File: src/rtl/id_scoreboard.sv
// ID-stage interlock and forwarding-select unit: tracks every in-flight register
// write by pipeline age and reports load-use hazards and the bypass source per operand.
module id_scoreboard #(
    parameter int REG_NUM    = 32,
    parameter int REG_AW     = 5,
    parameter int STAGES     = 3,
    parameter int AGE_W      = 2,
    parameter int ALU_READY  = 1,
    parameter int LOAD_READY = 2
) (
    input  logic               clk,
    input  logic               rst,
    input  logic               id_valid,
    input  logic               src1_en,
    input  logic [REG_AW-1:0]  src1_addr,
    input  logic               src2_en,
    input  logic [REG_AW-1:0]  src2_addr,
    input  logic               dst_we,
    input  logic [REG_AW-1:0]  dst_addr,
    input  logic               dst_is_load,
    input  logic               ex_stall,
    input  logic               flush,
    output logic               stallreq,
    output logic               issue,
    output logic [AGE_W-1:0]   fwd_sel1,
    output logic [AGE_W-1:0]   fwd_sel2,
    output logic [REG_NUM-1:0] busy_vec
);

    localparam logic [AGE_W-1:0]  ALU_RDY_C  = AGE_W'(ALU_READY);
    localparam logic [AGE_W-1:0]  LOAD_RDY_C = AGE_W'(LOAD_READY);
    localparam logic [AGE_W-1:0]  LAST_AGE_C = AGE_W'(STAGES);
    localparam logic [AGE_W-1:0]  AGE_ONE_C  = AGE_W'(1);
    localparam logic [REG_AW-1:0] R0_C       = {REG_AW{1'b0}};

    logic [REG_NUM-1:0]            pend_r;
    logic [REG_NUM-1:0]            ld_r;
    logic [REG_NUM-1:0][AGE_W-1:0] age_r;

    logic hazard1_s;
    logic hazard2_s;
    logic install_s;

    // Operand 1 lookup against current entries (this cycle's issue is not visible yet)
    always_comb begin
        hazard1_s = 1'b0;
        fwd_sel1  = {AGE_W{1'b0}};
        if (src1_en && (src1_addr != R0_C) && pend_r[src1_addr]) begin
            fwd_sel1  = age_r[src1_addr];
            hazard1_s = (age_r[src1_addr] < (ld_r[src1_addr] ? LOAD_RDY_C : ALU_RDY_C));
        end else begin
            hazard1_s = 1'b0;
            fwd_sel1  = {AGE_W{1'b0}};
        end
    end

    // Operand 2 lookup, same rule as operand 1
    always_comb begin
        hazard2_s = 1'b0;
        fwd_sel2  = {AGE_W{1'b0}};
        if (src2_en && (src2_addr != R0_C) && pend_r[src2_addr]) begin
            fwd_sel2  = age_r[src2_addr];
            hazard2_s = (age_r[src2_addr] < (ld_r[src2_addr] ? LOAD_RDY_C : ALU_RDY_C));
        end else begin
            hazard2_s = 1'b0;
            fwd_sel2  = {AGE_W{1'b0}};
        end
    end

    // Interlock and issue decision; issue is masked while reset is asserted
    always_comb begin
        stallreq  = id_valid & (hazard1_s | hazard2_s);
        issue     = rst & id_valid & ~stallreq & ~ex_stall & ~flush;
        install_s = issue & dst_we & (dst_addr != R0_C);
    end

    // Entry aging, retirement and installation; r0 is never written
    always_ff @(posedge clk or negedge rst) begin
        if (!rst) begin
            pend_r <= {REG_NUM{1'b0}};
            ld_r   <= {REG_NUM{1'b0}};
            age_r  <= '0;
        end else if (flush) begin
            pend_r <= {REG_NUM{1'b0}};
            ld_r   <= {REG_NUM{1'b0}};
            age_r  <= '0;
        end else if (!ex_stall) begin
            for (int i = 1; i < REG_NUM; i++) begin
                if (pend_r[i]) begin
                    if (age_r[i] == LAST_AGE_C) begin
                        pend_r[i] <= 1'b0;
                        ld_r[i]   <= 1'b0;
                        age_r[i]  <= {AGE_W{1'b0}};
                    end else begin
                        age_r[i] <= age_r[i] + AGE_ONE_C;
                    end
                end
            end
            // Newest producer overrides any older entry for the same register
            if (install_s) begin
                pend_r[dst_addr] <= 1'b1;
                age_r[dst_addr]  <= AGE_ONE_C;
                ld_r[dst_addr]   <= dst_is_load;
            end
        end
    end

    assign busy_vec = pend_r;

endmodule

File: config.mk
export PLATFORM = sky130hd
export DESIGN_NAME = id_scoreboard
export DESIGN_NICKNAME = d
export VERILOG_FILES = /design/src/rtl/id_scoreboard.sv
export SDC_FILE = /design/constraint.sdc
export NUM_CORES = 1
export LEC_CHECK = 0
export CAP_MARGIN = 25
export CORE_MARGIN = 3
export CORE_UTILIZATION = 61
export CTS_BUF_LIST = sky130_fd_sc_hd__clkbuf_16
export CTS_CLUSTER_DIAMETER = 100
export DETAILED_ROUTE_END_ITERATION = 8
export GPL_ROUTABILITY_DRIVEN = 0
export HOLD_SLACK_MARGIN = 0.03
export PLACE_DENSITY = 0.82
export SLEW_MARGIN = 40
export SYNTH_ARGS = -nofsm -noshare
export SYNTH_HDL_FRONTEND = slang
export SYNTH_SLANG_ARGS = --single-unit
File: constraint.sdc
create_clock -name clk -period 8.9 [get_ports clk]
set_input_delay 0.89 -clock clk [delete_from_list [all_inputs] [get_ports clk]]
set_output_delay 0.89 -clock clk [all_outputs]
set_load 0.01 [all_outputs]
## Word level (Yosys, flattened, before mapping)

Cells that the tools add are included.

- Register bits after elaboration: 128
- Input bits: 24
- Output and inout port bits: 38
- Word-level logic and storage cells: 534

- Add/sub/neg operators: 31
- Order comparisons: 6
- Equal/unequal tests: 32
- Muxes and demuxes: 404
- Bitwise gates (word level): 15
- Reduce and logical (&&, ||, !) cells: 10

Operators with widths:

| kind | number |
|---|---|
| 2-bit two-way mux | 131 |
| 1-bit two-way mux | 255 |
| 32-bit two-way mux | 6 |
| 64-bit two-way mux | 3 |
| 32-bit bitwise OR | 2 |
| 2-bit by 1-bit adder with 2-bit output, second input constant | 31 |
| 2-bit == test, second input constant | 31 |
| 32-bit bitwise AND | 1 |
| 32-bit bitwise mux | 1 |
| 32-bit NOT | 1 |
| 1-bit binary-select mux with 5-bit select | 4 |
| 2-bit binary-select mux with 5-bit select | 2 |
| 5-bit by 6-bit < comparator with 1-bit output, second input constant | 3 |
| 5-bit nonzero test | 3 |
| 2-bit demux with 5-bit select | 1 |
| 1-bit bitwise AND | 7 |
| 1-bit demux with 5-bit select | 1 |
| 5-bit by 1-bit greater-or-equal comparator with 1-bit output, second input constant | 1 |
| 1-bit logical AND | 5 |
| 2-bit < comparator | 2 |
| 1-bit NOT | 3 |
| 2-bit by 1-bit != test with 1-bit output, second input constant | 1 |
| 2-bit AND reduction | 1 |
| 2-bit nonzero test | 1 |
| 1-bit bitwise OR | 1 |

## Logic depth before layout (Yosys ltp)

- Depth in word-level cells: 16
- Gate-level depth with buffers: 16
- Mapped depth without buffers: 10

## Least setup slack after synthesis

No wires, ideal clock.

- Path type: input -> output
- Start point: in src1_addr[0]
- End point: out stallreq
- Arrival: 4.402 ns
- Required time: 8.010 ns
- Setup slack: 3.608 ns
- Cell stages on the path: 12
- Path buffers: 5
- Cells stage by stage: buf_2 -> buf_1 -> buf_1 -> mux4_2 -> mux4_2 -> mux2_2 -> ha_1 -> or2_2 -> buf_1 -> o21ai_2 -> buf_2 -> and2_1

- Longest elaborated chain between the ends: 7
- Elaborated cells between the ends (all ways): 14
- Those cells by class: order compare: 1; mux: 8; bitwise: 2; reduce/logical: 3

Ends and longest elaborated chain:

| element | RTL line | text |
|---|---|---|
| from (decl) | 15 | `input logic [REG_AW-1:0] src1_addr,` |
| 1-bit binary-select mux with 5-bit select | 50 | `hazard1_s = (age_r[src1_addr] < (ld_r[src1_addr] ? LOAD_RDY_C : ALU_RDY_C));` |
| 1-bit two-way mux (not written as such) | 50 |  |
| 2-bit two-way mux | 50 |  |
| 2-bit < comparator | 50 |  |
| 1-bit two-way mux (*) | 48 | `if (src1_en && (src1_addr != R0_C) && pend_r[src1_addr]) begin` |
| 1-bit bitwise OR (*) | 72 | `stallreq = id_valid & (hazard1_s \| hazard2_s);` |
| 1-bit bitwise AND (*) | 72 |  |
| to (decl) | 23 | `output logic stallreq,` |

Mark *: on every way between the ends. The rest lies on a longest branch, timed or not. The select of a mux whose other input is x is not followed.

## Final worst setup path

Same ends and word-level chain as after synthesis.

==> results.yml <==
worst_setup_path:
  end_kind: "output pin"
  crit_family: "buffers and inverters"
  start_kind: "primary input"
  worst_path_largest_cell_delay_ns: 0.57
  required_ns: 8.01
  cp_slowest_cell: "mux4_2"
  path_max_fanout: 26
  cp.depth: 10
  critPathArrivalTime_ns: 4.64
  worstSetupPathType: "in2out"
  crit_chain: "clkdlybuf4s50_1 > buf_4 > mux4_2 > mux4_2 > mux2_2 > ha_1 > or2_2 > o21ai_2 > and2_1 > clkdlybuf4s50_1"
  ff2ff_path_depth: 10
  crit_buf_inv: 3
yosys:
  netlist_area_um2: 9562
  synthMuxAreaShare_pct: 17.53
  synth_compound_area_share_pct: 19.58
  synth_area_leaders: "dfrtp_1 (33%), mux4_2 (12%), nand2_1 (5.1%)"
  ys_seq_area_share_pct: 33.50
  synth_top_area_share_pct: 33.50
  yosys.area_share.simple_pct: 19.37
  syn_area_per_cell_um2: 9.167
  synth_warnings: 0
  synthXorXnorAreaFrac_pct: 0
  synthAdderAreaFrac_pct: 4.318
  async_flop_share_pct: 100.0
  yosysTopAreaCell: "dfrtp_1"
  synthFlopType: "dfrtp_1"
  synth_top_family_by_area: "compound AO/OA/AOI/OAI gates"
  synth_cell_type_count: 62
  synth-edff-count: 0
  synthesis.instances: 1043
  synth-seq-cells: 128
  synth_fp_nets: 1100
power_and_ir_drop:
  p_leak_nw: 4.503
  p_clk_share_pct: 46.1
  power_frac_seq_pct: 43.1
  combPwrFrac_pct: 10.8
  switching_share_pct: 26.76
  power_density_nw_per_um2: 127.0
  p_switching_mw: 0.3628
  p_int_mw: 0.9930
  max-vdd-ir-drop_v: 0.0001376
clocking:
  cts_resized: 0
  h-tree-depth: 4
  cts.sinks: 128
  cts_tree: "yes"
  worst_skew_pair.late_latency_ns: 0.43
  hold_buffers: 0
  cts_made_buffers: 17
  clock-root-buffer: "clkbuf_16"
  post-cts-setup-buffer-count: 0
  clockBufferDepth: 2
  path_clk_slew_ns: 0.05
cells_and_area:
  diodes: 0
  syn_to_final_growth_pct: 11.70
  nets: 1120
  fillCellCount: 1157
  layout_commonest_cell: "nand2_1"
  final_cell_mix: "nand2_1 (129), dfrtp_1 (128), a21oi_1 (92)"
  final_cell_area_um2: 10680
  finish.utilization_pct: 70.00
  drive_gt1_share_pct: 11.93
floorplanning:
  start_util_pct: 62.67
  row_count: 45
  core_area_um2: 15260
  dieArea_um2: 17210
  fp.dieW_um: 131.2
  die-height_um: 131.2
  ios: 62
timing:
  fin_setup_tns_ns: 0
  tightest_slew_ns: 0.7459
  rsz0062_at_grt: "no"
  slew_headroom_pct: 50.12
  timing.hold.ws_ns: 0.5019
  finalMaxSlewViolations: 0
  finalHoldViolations: 0
  layout_min_cycle_time_ns: 5.532
  period_share_pct: 62.16
  final-setup-viol-count: 0
  fmax_mhz: 180.8
  fin_skew_ns: 0.009842
  setup_ws_ns: 3.368
route:
  dr.pass1.iters: 7
  route.vias.total: 9182
  wl_per_cell_um: 23.58
  drt-initial-drc-count: 1552
  routed_wl_um: 30280
  antenna_left: 0
  viasPerCell: 7.151
  route.detailed.drc: 0
worst_hold_path:
  hold_path_class: "in2async"
job:
  max_cap_viol_count: 0
grt:
  grt_overflow: 0
  grt_pass1_wl_um: 48090
  grt_pass1_vias: 8701
  grt_use_total_pct: 35.07
  antenna_found_initial: 0
  grt_max_degree: 81
place:
  portBuffers: 61
  dp_hpwl_um: 20870
  place_ws_ns: 3.413
  place_area_um2: 10170
run_status:
  run_status: "finished clean"
## power by group through the flow
stage	combinational (mW)	clock, mW	sequential, mW
2_1_floorplan	0.0908	0	0.594
3_3_place_gp	0.140	0	0.594
3_5_place_dp	0.141	0	0.594
4_1_cts	0.142	0.626	0.584
5_1_grt	0.154	0.648	0.584
6_report	0.146	0.625	0.584
## stage by stage
stage / power [mW] / cells
final: 1.356 / 1284
after global routing: 1.386 / 1284
after CTS: 1.352 / 1283
after detailed placement: 0.7357 / 1254
after global placement: 0.7341 / 1254
after floorplan: 0.6851 / 1043
## layer usage
layer | track usage, % | up-vias | part of all wire (%)
met1 | 49.07 | 4375 | 38
met3 | 10.34 | 114 | 14
met2 | 52.19 | 727 | 44
met5 | 0 | - | 0
met4 | 12.95 | 0 | 3.7
li1 | - | 3966 | -
## final timing paths
path	from	end	slack, ns
setup reg to reg	age_r[31]	ld_r[8]	5.06
max in group asynchronous	rst	ld_r[3]	7.19
hold / removal	rst	busy_vec[5]	0.50
setup / recovery	src1_addr[0]	stallreq	3.37
hold reg to reg	age_r[1]	age_r[1]	0.54
min in group clk	age_r[1]	age_r[1]	0.54
## synth_stat cells, types with 4 or more instances
library cell / count
nand2_1: 129
dfrtp_1: 128
a21oi_1: 92
o21ai_0: 53
and3_1: 52
inv_1: 51
mux4_2: 50
clkbuf_1: 48
nor2b_1: 42
nor2_1: 38
mux2i_1: 34
ha_1: 33
nor3_1: 27
o211ai_1: 27
or3_1: 20
nand3_1: 16
mux2_2: 14
o31ai_1: 13
a221oi_1: 12
a31oi_1: 12
o22ai_1: 12
o32ai_1: 12
or2_2: 12
buf_2: 10
nand4_1: 9
a32oi_1: 8
buf_1: 8
nor3b_1: 8
o21a_1: 8
a211o_1: 4
and2_1: 4
buf_4: 4
## layout make-up
class	instances	area, µm²	area share (%)
Clock buffer	17	425.4	3.983
Clock inverter	12	81.33	0.7615
Inverter	51	191.4	1.792
Multi-Input combinational cell	789	5816	54.45
Sequential cell	128	3203	29.99
Tap cell	211	264.0	2.472
Timing Repair Buffer	76	699.4	6.549
## sequential cells by signal, summed over array words and instances, names as in the netlist
register / flops
age_r: 64
busy_vec: 32
ld_r: 32
## cell families (layout without fill, tap and decap cells)
kind of cell    count (synthesis)  count (layout)
flops                         128             128
compound gates                288             288
simple gates                  368             368
fa+ha+maj                      33              33
mux                           100             100
buf+inv                       126             156
Power figures use the tool's default switching activity.
